$ cat config.mk
export PLATFORM = sky130hd
export DESIGN_NAME = stream_mux_rr_flat
export DESIGN_NICKNAME = d
export VERILOG_FILES = /design/src/rtl/stream_mux_rr_if.sv /design/src/rtl/stream_mux_rr.sv /design/src/flat_wrapper.sv
export SDC_FILE = /design/constraint.sdc
export NUM_CORES = 1
export LEC_CHECK = 0
export BUFFER_PORTS_ARGS = -buffer_cell sky130_fd_sc_hd__clkbuf_2
export CORE_ASPECT_RATIO = 0.8
export CORE_MARGIN = 10
export CORE_UTILIZATION = 35
export DETAILED_ROUTE_END_ITERATION = 10
export GPL_TIMING_DRIVEN = 1
export HOLD_SLACK_MARGIN = 0.06
export SLEW_MARGIN = 20
export SYNTH_ARGS = -nofsm -noshare
export SYNTH_HDL_FRONTEND = slang
export SYNTH_SLANG_ARGS = --single-unit
$ cat constraint.sdc
create_clock -name clk -period 3.6 [get_ports clk]
set_clock_uncertainty 0.05 [all_clocks]
set_input_delay 0.36 -clock clk [delete_from_list [all_inputs] [get_ports clk]]
set_output_delay 0.36 -clock clk [all_outputs]
set_load 0.01 [all_outputs]
$ cat src/rtl/stream_mux_rr_if.sv
// Handshake bundle between N producer streams and one consumer for stream_mux_rr.
// Both directions share one interface. The slave modport is the mux's view of it.
interface stream_mux_rr_if #(
  parameter int N  = 4,
  parameter int W  = 4,
  parameter int SW = $clog2(N)
);
  logic            mode;
  logic [SW-1:0]   sel;
  logic [N*W-1:0]  in_data;
  logic [N-1:0]    in_valid;
  logic [N-1:0]    in_ready;
  logic [W-1:0]    out_data;
  logic [SW-1:0]   out_chan;
  logic            out_valid;
  logic            out_ready;

  modport master (
    output mode,
    output sel,
    output in_data,
    output in_valid,
    output out_ready,
    input  in_ready,
    input  out_data,
    input  out_chan,
    input  out_valid
  );

  modport slave (
    input  mode,
    input  sel,
    input  in_data,
    input  in_valid,
    input  out_ready,
    output in_ready,
    output out_data,
    output out_chan,
    output out_valid
  );
endinterface

$ cat src/rtl/stream_mux_rr.sv
// N-channel stream mux with explicit-select or round-robin grant and a one-entry
// registered output stage that holds its word under backpressure.
module stream_mux_rr #(
  parameter int N  = 4,
  parameter int W  = 4,
  parameter int SW = $clog2(N)
) (
  input  logic            clk,
  input  logic            rst,
  stream_mux_rr_if.slave  bus
);

  localparam int NP = 2 ** SW;

  logic              load_en;
  logic              gvalid;
  logic              xfer;
  logic              sel_ok;
  logic [SW-1:0]     grant;
  logic [SW-1:0]     rr_grant;
  logic [SW-1:0]     rr_idx;
  logic              rr_found;
  logic [NP-1:0]     vld_pad;
  logic [W-1:0]      gdata;
  logic [N-1:0]      in_ready;

  logic [SW-1:0]     ptr_q,   ptr_d;
  logic [W-1:0]      data_q,  data_d;
  logic [SW-1:0]     chan_q,  chan_d;
  logic              valid_q, valid_d;

  function automatic logic [SW-1:0] wrap_inc(input logic [SW-1:0] v);
    if (v == SW'(N - 1)) return '0;
    else                 return v + 1'b1;
  endfunction

  // Padding to a power of two lets an out-of-range sel index safely read a zero.
  assign vld_pad = NP'(bus.in_valid);
  assign sel_ok  = ({1'b0, bus.sel} < (SW + 1)'(N));
  assign load_en = !valid_q || bus.out_ready;

  // Round-robin search: first valid channel strictly after ptr, wrapping at N-1.
  always_comb begin
    rr_found = 1'b0;
    rr_grant = ptr_q;
    rr_idx   = ptr_q;
    for (int k = 0; k < N; k++) begin
      rr_idx = wrap_inc(rr_idx);
      if (!rr_found && vld_pad[rr_idx]) begin
        rr_found = 1'b1;
        rr_grant = rr_idx;
      end
    end
  end

  always_comb begin
    if (bus.mode) begin
      grant  = rr_grant;
      gvalid = rr_found;
    end else begin
      grant  = bus.sel;
      gvalid = sel_ok && vld_pad[bus.sel];
    end
  end

  assign xfer = !rst && load_en && gvalid;

  always_comb begin
    in_ready = '0;
    gdata    = '0;
    for (int i = 0; i < N; i++) begin
      if (grant == SW'(i)) begin
        in_ready[i] = xfer;
        gdata       = bus.in_data[i*W +: W];
      end
    end
  end

  always_comb begin
    ptr_d   = ptr_q;
    data_d  = data_q;
    chan_d  = chan_q;
    valid_d = valid_q;
    if (xfer) begin
      ptr_d   = grant;
      data_d  = gdata;
      chan_d  = grant;
      valid_d = 1'b1;
    end else if (load_en) begin
      valid_d = 1'b0;
    end
  end

  // ptr resets to N-1 so the first round-robin search begins at channel 0.
  always_ff @(posedge clk or posedge rst) begin
    if (rst) begin
      ptr_q   <= SW'(N - 1);
      data_q  <= '0;
      chan_q  <= '0;
      valid_q <= 1'b0;
    end else begin
      ptr_q   <= ptr_d;
      data_q  <= data_d;
      chan_q  <= chan_d;
      valid_q <= valid_d;
    end
  end

  assign bus.in_ready  = in_ready;
  assign bus.out_data  = data_q;
  assign bus.out_chan  = chan_q;
  assign bus.out_valid = valid_q;

endmodule

$ cat src/flat_wrapper.sv
// flat-port wrapper written by rule: the top's interface ports become plain ports
module stream_mux_rr_flat 
#(
  parameter int N  = 4,
  parameter int W  = 4,
  parameter int SW = $clog2(N)
)
  (clk, rst, bus_mode, bus_sel, bus_in_data, bus_in_valid, bus_out_ready, bus_in_ready, bus_out_data, bus_out_chan, bus_out_valid);
  stream_mux_rr_if #(.N(N), .W(W), .SW(SW)) bus_i ();
  input  logic clk;
  input  logic rst;
  input wire logic [$bits(bus_i.mode)-1:0] bus_mode;
  input wire logic [$bits(bus_i.sel)-1:0] bus_sel;
  input wire logic [$bits(bus_i.in_data)-1:0] bus_in_data;
  input wire logic [$bits(bus_i.in_valid)-1:0] bus_in_valid;
  input wire logic [$bits(bus_i.out_ready)-1:0] bus_out_ready;
  output wire logic [$bits(bus_i.in_ready)-1:0] bus_in_ready;
  output wire logic [$bits(bus_i.out_data)-1:0] bus_out_data;
  output wire logic [$bits(bus_i.out_chan)-1:0] bus_out_chan;
  output wire logic [$bits(bus_i.out_valid)-1:0] bus_out_valid;
  assign bus_i.mode = bus_mode;
  assign bus_i.sel = bus_sel;
  assign bus_i.in_data = bus_in_data;
  assign bus_i.in_valid = bus_in_valid;
  assign bus_i.out_ready = bus_out_ready;
  assign bus_in_ready = bus_i.in_ready;
  assign bus_out_data = bus_i.out_data;
  assign bus_out_chan = bus_i.out_chan;
  assign bus_out_valid = bus_i.out_valid;
  stream_mux_rr #(.N(N), .W(W), .SW(SW)) u_core (.clk(clk), .rst(rst), .bus(bus_i));
endmodule
# Word-level counts from Yosys, hierarchy flattened

Cells that the tools add are included.

Muxes and demuxes: 34
Equality and inequality tests: 7
Shift operators: 0
Order comparisons: 5
Bitwise gates (word level): 0
Reductions and logical operators: 13
Add/subtract/negate cells: 4
Divide/modulo/power cells: 0
Multipliers: 0

Operators by type and width:

| cell                                                                         | count |
|---|---|
| 2-bit 2-to-1 mux                                                             | 9 |
| 1-bit 2-to-1 mux                                                             | 16 |
| 4-bit 2-to-1 mux                                                             | 4 |
| 2-bit by 3-bit less-than comparator with 1-bit output, second input constant | 5 |
| 2-bit == test, second input constant                                         | 6 |
| 1-bit binary-select mux with 2-bit select                                    | 5 |
| 2-bit by 1-bit adder with 2-bit output, second input constant                | 4 |
| 1-bit logical AND                                                            | 5 |
| 1-bit logical NOT                                                            | 5 |
| 2-bit by 1-bit == test with 1-bit output, second input constant              | 1 |
| 2-bit logical NOT                                                            | 1 |
| 2-bit nonzero test                                                           | 1 |
| 1-bit logical OR                                                             | 1 |

ROM bits: 0
Word-level logic and storage cells: 67
Bits in latches: 0
Bits in writable memories: 0
Input bits: 26
Bits in registers: 9
Output and inout bits: 11
Memories: 0

# Longest topological paths before layout

Gate-level depths: netlist (run 1).

Word-level depth: 20
Gate-level depth with buffers: 10
Mapped depth without buffers: 8

# Worst setup path before layout (run 1)

No wires, ideal clock.

Path kind: reg-to-output
Start point: reg u_core.ptr_q[0]
End point: out bus_in_ready[3]
Data required time: 3190 ps
Slack: 895 ps
Path buffers: 2
Arrival time: 2295 ps
Stages on the path, launching flop included: 10
Path through: dfstp_2 > ha_1 > buf_4 > nor2_4 > mux4_2 > nor3b_2 > o221ai_2 > or2_0 > clkbuf_1 > nor2b_1

Cells in the longest elaborated chain, start to end: 17
Elaborated cells between the ends (all ways): 39
Classes of those cells: add/sub (4); eq/ne (5); mux (23); reduce/logical (7)

Ends and longest elaborated chain:

| item                                                                            | line                 | RTL |
|---|---|---|
| from (decl)                                                                     | stream_mux_rr.sv:27  | `logic [SW-1:0] ptr_q, ptr_d;` |
| from (signal assigned)                                                          | stream_mux_rr.sv:97  | `ptr_q <= SW'(N - 1);` |
| from (signal assigned)                                                          | stream_mux_rr.sv:102 | `ptr_q <= ptr_d;` |
| branches (longest 16 deep; another with 2-bit by 1-bit adder with 2-bit output) | n/a                  |  |
| 1-bit 2-to-1 mux (*)                                                            | stream_mux_rr.sv:72  | `if (grant == SW'(i)) begin` |
| to (decl)                                                                       | flat_wrapper.sv:17   | `output wire logic [$bits(bus_i.in_ready)-1:0] bus_in_ready;` |

Every way passes the cells marked *. The select of a mux whose other input is x is not followed.

# Worst setup path in the final report (run 1)

Ends and elaborated chain as after synthesis.

==> metrics.md, run 1 <==
| Metric | Value |
|---|---|
| Status | `completed` |
| Delay-heaviest family, CP | `simple AND/OR/NAND/NOR gates` |
| Worst Path Max Fanout | `11` |
| Primary FF master, synth | `dfrtp_1` |
| First-pass GRT wire length | `4.40 mm` |
| Syn Area/Cell | `9.11 um^2` |
| Number of synthesized flops with an enable pin | `0` |
| Post-Syn Nets | `136` |
| Share of the clock period used by the worst path | `89.9%` |
| RSZ-0062 raised after global routing | `false` |
| Die area | `0.00538 mm^2` |
| Post-place instance area | `0.00117 mm^2` |
| Clk sinks | `9` |
| Most frequent cells in the layout | `36 x clkbuf_2, 11 x nand2_1, 8 x mux2i_1` |
| Total Neg Setup Slack | `0 ns` |
| Class of the worst hold path | `in2reg` |
| Max Root-Sink Buffers | `2` |
| Core area | `0.00274 mm^2` |
| CTS buffer count | `3` |
| Register area share after synthesis | `22.9%` |
| Maximum clock frequency | `0.309 GHz` |
| # DRC | `0` |
| Max incr delay on CP | `0.65 ns` |
| Post-synth cell types | `49` |
| Largest family of logic cells by synthesized area | `compound AO/OA/AOI/OAI gates` |
| Gate Count Post-Synth | `109` |
| Critical path class | `reg2out` |
| Synth top area cells | `dfrtp_1 18%, mux2i_1 8.1%, mux4_2 6.8%` |
| Root Buffer | `clkbuf_4` |
| Synth Area in Simple Gates | `25.3%` |
| Initial DRT Pass Iterations | `5` |
| Final Critical Period | `3.24 ns` |
| Post-synth ARST share | `100%` |
| H-tree level count | `1` |
| N_diodes | `0` |
| Final setup violating endpoints | `0` |
| Post-synthesis adder-cell area fraction | `1.26%` |
| Final ANT Viol Nets | `0` |
| Width of the chip | `79.6 um` |
| Drt total wl | `2.71 mm` |
| Critical path's slowest cell | `dfstp_2` |
| Grt total ovfl | `0` |
| Compound-Gate Fraction of Synth Area | `27.3%` |
| Largest net degree at the start of global routing | `19` |
| Design Area, Final | `0.00121 mm^2` |
| Largest area contributor in the netlist | `dfrtp_1` |
| Area occupied by multi-input gates | `697 um^2` |
| Post-layout util | `44.0%` |
| Area growth syn-to-layout | `21.7%` |
| Buf/Inv on CP | `1` |
| VDD IR max | `0.000310 V` |
| Final hold vios | `0` |
| Yosys top cell area share | `17.6%` |
| Clock Latency Late Sink | `0.27 ns` |
| Yosys reg bits | `9` |
| Vias per inst | `5.39` |
| Cell chain of the critical path | `ha_2 -> nor2_4 -> mux4_2 -> nor3b_2 -> o221ai_2 -> or2_0 -> nor2b_1 -> clkbuf_2` |
| Worst-Margin Slew | `0.378 ns` |
| Critical Path RT | `3.19 ns` |
| Routability congestion estimate | `0.845` |
| Layout cells sized above 1 | `40.8%` |
| Via Count | `971` |
| Buffers on Ports | `36` |
| Ports | `37` |
| Mapped Area | `993 um^2` |
| Crit path arrival time | `2.83 ns` |
| Row cnt | `17` |
| Post-synthesis mux area share | `16.0%` |
| CP endpoint kind | `output pin` |
| Setup bufs post-CTS | `0` |
| Leakage | `0.000540 uW` |
| Max-cap violations | `0` |
| Xor/xnor share of the synthesized area | `0%` |
| Tot GR Track Use | `9.67%` |
| Yosys Warn Count | `0` |
| Power Density | `650 mW/mm^2` |
| Vias in the first global route | `923` |
| Slew Viols, Final | `0` |
| Final net count | `170` |
| Initial core utilization | `36.2%` |
| Most common cell after layout, fill and taps aside | `clkbuf_2` |
| Die height | `67.7 um` |
| Filler cells | `274` |
| DP HPWL | `2.12 mm` |
| Startpoint Class | `flop` |
| Slew headroom | `74.5%` |
| First DRT Iteration DRCs | `106` |
| Routed WL per cell | `15.0 um` |
| Seq. cell area | `228 um^2` |
| CTS tree | `built` |
| Initial antenna violation count | `0` |
| Worst-path clk slew | `0.07 ns` |
## area by class of cell
| class | instances | area share, % |
|---|---|---|
| clock inverters | 1 | 0.414 |
| flip-flops and latches | 9 | 18.8 |
| repair buffers | 39 | 17.0 |
| well taps | 38 | 3.93 |
| inverters | 1 | 0.311 |
| multi-input cells | 89 | 57.7 |
| clock buffers | 3 | 1.86 |
## final timing paths
| kind | slack, ns | startpoint | end | cells past startpoint |
|---|---|---|---|---|
| min in group asynchronous | 0.55 | rst | u_core.bus.out_data[3] | 3 |
| worst min register to register | 0.44 | u_core.bus.out_data[1] | u_core.bus.out_data[1] | 2 |
| worst max register to register | 0.76 | u_core.ptr_q[0] | u_core.bus.out_data[3] | 9 |
| worst min-delay path | 0.35 | bus_out_ready | u_core.bus.out_valid | 3 |
| max in group asynchronous | 2.64 | rst | u_core.ptr_q[0] | 3 |
| worst max-delay path | 0.36 | u_core.ptr_q[0] | bus_in_ready[3] | 8 |
## power breakdown
group          switching [uW]  internal, uW
Combinational             272           244
Sequential               38.5           151
Clock                    39.4          41.1
## worst reg2reg max path, cell delays in order, from the launching register on
cell and delay, ns:
dfstp_2 0.65, ha_2 0.41, or2_1 0.29, nor3b_1 0.18
o2111ai_1 0.18, o21ai_2 0.37, buf_4 0.23, or2_1 0.16
o22ai_2 0.08, a21o_1 0.15
## flip-flops by register name (all words and copies together) (netlist names)
name                  cells
u_core.bus.out_valid      1
u_core.ptr_q              2
u_core.bus.out_data       4
u_core.bus.out_chan       2
## through the flow
stage / cells / power (uW) / hold slack [ns] / worst slack, ns
floorplan: 109 / 599 / 0.136 / 0.895
global route: 180 / 856 / 0.374 / 0.116
global placement: 175 / 695 / 0.295 / 0.641
finish: 180 / 786 / 0.352 / 0.364
CTS: 180 / 785 / 0.354 / 0.245
detailed placement: 175 / 700 / 0.309 / 0.540
## synth_stat cells, drive strengths merged (2+ instances only)
library cell  count
buf               8
mux2i             8
o21a              4
nand2            11
mux4              3
o21ai             5
o22ai             2
o221ai            5
nor3b             3
a21oi             3
or2               4
nor4              2
o211ai            2
nor2              7
dfstp             2
nand2b            2
clkbuf            2
nor2b             7
nand4b            2
dfrtp             7
## kinds of logic after synthesis
family,after synthesis
flops,9
compound gates,33
simple gates,43
buf+inv,11
mux,12
fa+ha+maj,1
## metal layers
layer | wire (um) | up-vias | GRT usage [%]
met3 | 88 | 2 | 2.39
li1 | - | 483 | -
met4 | 8 | 0 | 0.670
met1 | 1220 | 459 | 12.7
met2 | 1390 | 27 | 16.2
met5 | 0 | - | 0
## what timing repair did
action,in CTS,in global routing
gates resized for setup,0,1
endpoints found under the hold margin,7,0
endpoints found under the setup margin,0,2
hold buffers,1,0
No activity file was read; power rests on OpenSTA's default activity.
==> run 2, diff against run 1 <==
Settings changed: CORE_ASPECT_RATIO 0.8 to unset, SLEW_MARGIN 20 to unset.
==> metrics.md, run 2 (synthesized netlist as in run 1, its figures left out) <==
| Metric | Value |
|---|---|
| First-pass GRT wire length | `4.57 mm (+3.7%)` |
| Critical Path RT | `3.19 ns (about the same)` |
| Layout cells sized above 1 | `39.4% (-1.4 points)` |
| Most common cell after layout, fill and taps aside | `clkbuf_2` |
| Worst Path Max Fanout | `15 (+4)` |
| Top layer in use | `met4` |
| Largest net degree at the start of global routing | `19 (unchanged)` |
| Critical path class | `reg2out` |
| Filler cells | `273 (-0.36%)` |
| VDD IR max | `0.000485 V (+56%)` |
| Buffers on Ports | `36 (unchanged)` |
| Clk sinks | `9 (unchanged)` |
| Min-Delay Endpoint | `u_core.bus.out_valid` |
| Via Count | `976 (+0.51%)` |
| Final hold vios | `0 (unchanged)` |
| Total power | `779 uW (-0.92%)` |
| Initial antenna violation count | `0 (unchanged)` |
| Detail Route met3 WL | `250 um (+180%)` |
| RR Endpoint | `u_core.bus.out_data[0]` |
| Worst-Margin Slew | `0.488 ns (+0.110 ns)` |
| R2r worst-path depth | `8 (-1)` |
| Crit path arrival time | `2.94 ns (+0.11 ns)` |
| Final net count | `170 (unchanged)` |
| Root Buffer | `clkbuf_4` |
| Crit. Startpoint | `u_core.ptr_q[0]` |
| # DRC | `0 (unchanged)` |
| Final setup violating endpoints | `0 (unchanged)` |
| Min-delay src | `bus_out_ready` |
| First DRT Iteration DRCs | `68 (-36%)` |
| Power Density | `651 mW/mm^2 (+0.12%)` |
| Post-layout util | `43.8% (-0.30 points)` |
| Reg-to-reg slack, setup | `0.65 ns (-0.11 ns)` |
| Routability congestion estimate | `0.805 (-4.7%)` |
| CTS buffer count | `3 (unchanged)` |
| Ports | `37 (unchanged)` |
| Maximum clock frequency | `0.298 GHz (-3.4%)` |
| Routed WL per cell | `15.5 um (+3.2%)` |
| Max reg flops | `4 (unchanged)` |
| Met1 wire length | `1.22 mm (unchanged)` |
| Most frequent cells in the layout | `36 x clkbuf_2, 11 x nand2_1, 8 x mux2i_1` |
| CP endpoint kind | `output pin` |
| Total Neg Setup Slack | `0 ns (unchanged)` |
| Initial core utilization | `36.3% (+0.13 points)` |
| Core area | `0.00273 mm^2 (-0.36%)` |
| Worst-path clk slew | `0.06 ns (about the same)` |
| Vias per inst | `5.64 (+4.6%)` |
| CTS tree | `built` |
| Worst hold stages | `3 (unchanged)` |
| RSZ-0062 raised after global routing | `false` |
| Startpoint Class | `flop` |
| Hold_ws | `0.363 ns (+0.0108 ns)` |
| Setup bufs post-CTS | `0 (unchanged)` |
| Die height | `73.3 um (+8.3%)` |
| Slew Viols, Final | `0 (unchanged)` |
| Max-cap violations | `0 (unchanged)` |
| Width of the chip | `73.3 um (-7.9%)` |
| Vias in the first global route | `1,015 (+10%)` |
| Share of the clock period used by the worst path | `93.1% (+3.2 points)` |
| Reg2reg start | `u_core.ptr_q[0]` |
| Final Critical Period | `3.35 ns (+0.115 ns)` |
| Tot GR Track Use | `10.3% (+0.63 points)` |
| Met2 routed WL | `1.19 mm (-15%)` |
| Max Root-Sink Buffers | `2 (unchanged)` |
| Initial DRT Pass Iterations | `4 (-1)` |
| Die area | `0.00537 mm^2 (-0.25%)` |
| Class of the worst hold path | `in2reg` |
| Status | `completed` |
| Leakage | `0.000539 uW (-0.22%)` |
| Drt total wl | `2.69 mm (-0.78%)` |
| N_diodes | `0 (unchanged)` |
| Clock Latency Late Sink | `0.26 ns (about the same)` |
| Slew headroom | `67.4% (-7.1 points)` |
| Row cnt | `19 (+2)` |
| H-tree level count | `1 (unchanged)` |
| Final ANT Viol Nets | `0 (unchanged)` |
| DP HPWL | `2.10 mm (-0.93%)` |
| Area growth syn-to-layout | `20.4%` |
| Grt total ovfl | `0 (unchanged)` |
## run 2: cell types whose count changed in the layout (fill, tap and decap cells not counted)
| cell | change |
|---|---|
| clkbuf_1 | +1 |
| ha_1 | +1 |
| clkinv_2 | -1 |
| ha_2 | -1 |
## run 2: worst max-delay path: stages, from the launching register on
cell and delay, ns:
dfstp_2 0.65, ha_1 0.49, mux2_2 0.39, a21oi_1 0.15, o211ai_1 0.12, o221ai_2 0.27
or2_0 0.38, nor2_1 0.09, clkbuf_2 0.14
## run 2: layout make-up
cell class | instances | area (um^2) | share of cell area (%)
clock buffer | 4 | 26.3 | 2.20
inverter | 1 | 3.75 | 0.314
multi-input combinational | 89 | 694 | 58.1
sequential | 9 | 228 | 19.0
tap | 31 | 38.8 | 3.24
timing repair buffer | 39 | 205 | 17.2
## run 2: worst max path at each step
stage                           end  slack [ns]
finish              bus_in_ready[1]        0.25
global route        bus_in_ready[1]        0.04
CTS                 bus_in_ready[1]        0.22
detailed placement  bus_in_ready[1]        0.51
global placement    bus_in_ready[3]        0.63
floorplan           bus_in_ready[3]        0.90
## run 2: through the flow
stage	std cells	area (um^2)	setup WS [ns]
after CTS	173	1200	0.216
after global placement	168	1160	0.631
after floorplan	109	993	0.895
after detailed placement	168	1160	0.506
final	173	1200	0.248
after global routing	173	1200	0.0425
## run 2: power breakdown
group / switching [uW] / total [uW] / internal, uW
Clock: 33.3 / 75.9 / 42.6
Sequential: 39.0 / 190 / 151
Combinational: 274 / 513 / 239
## run 2: repair_timing
| item | CTS | global route |
|---|---|---|
| hold endpoints to repair | 7 | 0 |
| endpoints found under the setup margin | 0 | 0 |
| gates resized for setup | 0 | 0 |
| hold buffers | 1 | 0 |
## run 2: routing by layer
layer / global-route usage [%] / vias to the layer above
li1: - / 486
met3: 3.90 / 4
met2: 15.5 / 39
met1: 12.7 / 447
met5: 0 / -
met4: 4.43 / 0
==> run 3, diff against run 2 <==
Settings changed: CORE_MARGIN 10 to 2, CTS_BUF_LIST set to sky130_fd_sc_hd__clkbuf_16, REMOVE_ABC_BUFFERS set to 1.
==> metrics.md, run 3 (synthesized netlist as in run 1, its figures left out) <==
| Metric | Value |
|---|---|
| Crit path arrival time | `2.88 ns (-0.06 ns)` |
| Largest net degree at the start of global routing | `19 (unchanged)` |
| Area growth syn-to-layout | `25.7%` |
| Initial antenna violation count | `0 (unchanged)` |
| Max Root-Sink Buffers | `2 (unchanged)` |
| Drt total wl | `2.31 mm (-14%)` |
| # DRC | `0 (unchanged)` |
| Buffers on Ports | `36 (unchanged)` |
| Filler cells | `252 (-7.7%)` |
| Worst Path Max Fanout | `11 (-4)` |
| Max-cap violations | `0 (unchanged)` |
| DP HPWL | `1.74 mm (-17%)` |
| Share of the clock period used by the worst path | `91.4% (-1.7 points)` |
| First DRT Iteration DRCs | `20 (-71%)` |
| Met2 routed WL | `1.07 mm (-10%)` |
| Vias per inst | `5.63 (-0.20%)` |
| Core area | `0.00273 mm^2 (unchanged)` |
| Max reg flops | `4 (unchanged)` |
| Startpoint Class | `flop` |
| Most common cell after layout, fill and taps aside | `clkbuf_2` |
| Design Area, Final | `0.00125 mm^2 (+4.4%)` |
| Vias in the first global route | `889 (-12%)` |
| Critical path's slowest cell | `dfstp_2` |
| Critical path depth | `8 (unchanged)` |
| Ports | `37 (unchanged)` |
| Routed WL per cell | `13.3 um (-14%)` |
| Min-Delay Endpoint | `u_core.bus.out_valid` |
| Final ANT Viol Nets | `0 (unchanged)` |
| CTS buffer count | `3 (unchanged)` |
| First-pass GRT wire length | `3.92 mm (-14%)` |
| Final hold vios | `0 (unchanged)` |
| Pre-CTS setup slack | `0.551 ns (+0.0444 ns)` |
| Grt total ovfl | `0 (unchanged)` |
| Power Density | `713 mW/mm^2 (+9.5%)` |
| H-tree level count | `1 (unchanged)` |
| Maximum clock frequency | `0.304 GHz (+1.8%)` |
| Dpl cells | `168 (unchanged)` |
| Class of the worst hold path | `in2reg` |
| Routability congestion estimate | `0.853 (+6.0%)` |
| Initial core utilization | `36.3% (unchanged)` |
| Delay-heaviest family, CP | `simple AND/OR/NAND/NOR gates` |
| Initial DRT Pass Iterations | `4 (unchanged)` |
| Final Critical Period | `3.29 ns (-0.0609 ns)` |
| RR Endpoint | `u_core.bus.out_data[0]` |
| Critical path class | `reg2out` |
| Leakage | `0.000566 uW (+5.1%)` |
| Max incr delay on CP | `0.64 ns (about the same)` |
| Reg-to-reg slack, setup | `0.64 ns (about the same)` |
| Slew headroom | `66.0% (-1.4 points)` |
| Via Count | `974 (-0.20%)` |
| Final net count | `170 (unchanged)` |
| Worst hold stages | `3 (unchanged)` |
| R2r worst-path depth | `8 (unchanged)` |
| Buf/Inv on CP | `1 (unchanged)` |
| Post-place instance area | `0.00116 mm^2 (unchanged)` |
| Most frequent cells in the layout | `36 x clkbuf_2, 11 x nand2_1, 8 x mux2i_1` |
| Width of the chip | `57.3 um (-22%)` |
| Row cnt | `19 (unchanged)` |
| Min-delay src | `bus_out_ready` |
| Die height | `57.3 um (-22%)` |
| Count of non-filler cells in the finished layout | `173 (unchanged)` |
| Critical Path RT | `3.19 ns (about the same)` |
| Reg2reg start | `u_core.ptr_q[0]` |
| Status | `completed` |
| Worst-Margin Slew | `0.509 ns (+0.0211 ns)` |
| Top layer in use | `met4` |
| Layout cells sized above 1 | `39.4% (unchanged)` |
| Total Neg Setup Slack | `0 ns (unchanged)` |
| Root Buffer | `clkbuf_16` |
| CTS resizes | `0 (unchanged)` |
| Detail Route met3 WL | `172 um (-31%)` |
| Met1 wire length | `1.03 mm (-15%)` |
| Slew Viols, Final | `0 (unchanged)` |
| Post-layout util | `45.7% (+1.9 points)` |
| Tot GR Track Use | `14.8% (+4.5 points)` |
| PnR worst setup slack | `0.309 ns (+0.0609 ns)` |
| N_diodes | `0 (unchanged)` |
| Final setup violating endpoints | `0 (unchanged)` |
| RSZ-0062 raised after global routing | `false` |
| CP endpoint kind | `output pin` |
| Clock Latency Late Sink | `0.23 ns (-0.03 ns)` |
| Cell chain of the critical path | `ha_1 -> nor2_4 -> mux4_2 -> nor3b_2 -> o221ai_2 -> or2_0 -> nor2b_1 -> clkbuf_2` |
| Clk sinks | `9 (unchanged)` |
| Worst-path clk slew | `0.04 ns (-0.02 ns)` |
| CTS tree | `built` |
| Die area | `0.00328 mm^2 (-39%)` |
| VDD IR max | `0.000432 V (-11%)` |
-- run 3: cell count changes in the layout (fill, tap and decap cells not counted), sizes merged --
cell    delta
clkbuf     -1
inv        +1
-- run 3: worst reg2reg max path, cell delays in order, from the launching register on --
cell and delay [ns]:
dfstp_2 0.64, ha_1 0.43, or2_1 0.32, nor3b_1 0.18
o2111ai_1 0.18, o21ai_2 0.47, buf_4 0.24, mux2i_1 0.20
o221ai_1 0.12
-- run 3: per-stage QoR --
| step | hold slack, ns | power (uW) |
|---|---|---|
| floorplan | 0.136 | 557 |
| global placement | 0.297 | 689 |
| detailed placement | 0.308 | 698 |
| CTS | 0.390 | 898 |
| global route | 0.403 | 958 |
| finish | 0.387 | 890 |
-- run 3: how the worst max path moves through the flow --
stage / startpoint / end / slack (ns)
5_1_grt: u_core.ptr_q[0] / bus_in_ready[2] / 0.12
2_1_floorplan: u_core.ptr_q[0] / bus_in_ready[3] / 0.82
6_report: u_core.ptr_q[0] / bus_in_ready[3] / 0.31
3_5_place_dp: u_core.ptr_q[0] / bus_in_ready[3] / 0.55
3_3_place_gp: u_core.ptr_q[0] / bus_in_ready[1] / 0.63
4_1_cts: u_core.ptr_q[0] / bus_in_ready[3] / 0.30
-- run 3: power by group --
group	leakage (uW)	switching [uW]	internal (uW)
combinational	0.000418	271	239
clock	0.0000423	46.7	145
sequential	0.000106	37.5	152
total	0.000566	355	535
-- run 3: area by class of cell --
class,instances,area (um^2),area share (%)
Clock inverter,1,3.75,0.301
Timing Repair Buffer,39,205,16.4
Clock buffer,3,75.1,6.01
Inverter,1,3.75,0.301
Multi-Input combinational cell,89,694,55.6
Sequential cell,9,228,18.2
Tap cell,31,38.8,3.11
-- run 3: what timing repair did --
action                                 in CTS  in global routing
endpoints found under the hold margin       7                  0
hold buffers                                1                  0
setup endpoints to repair                   0                  0
setup buffers                               0                  0
-- run 3: layer usage --
layer,vias up,track usage [%]
li1,482,-
met1,442,21.1
met2,47,23.5
met3,3,1.36
met4,0,4.98
met5,-,0
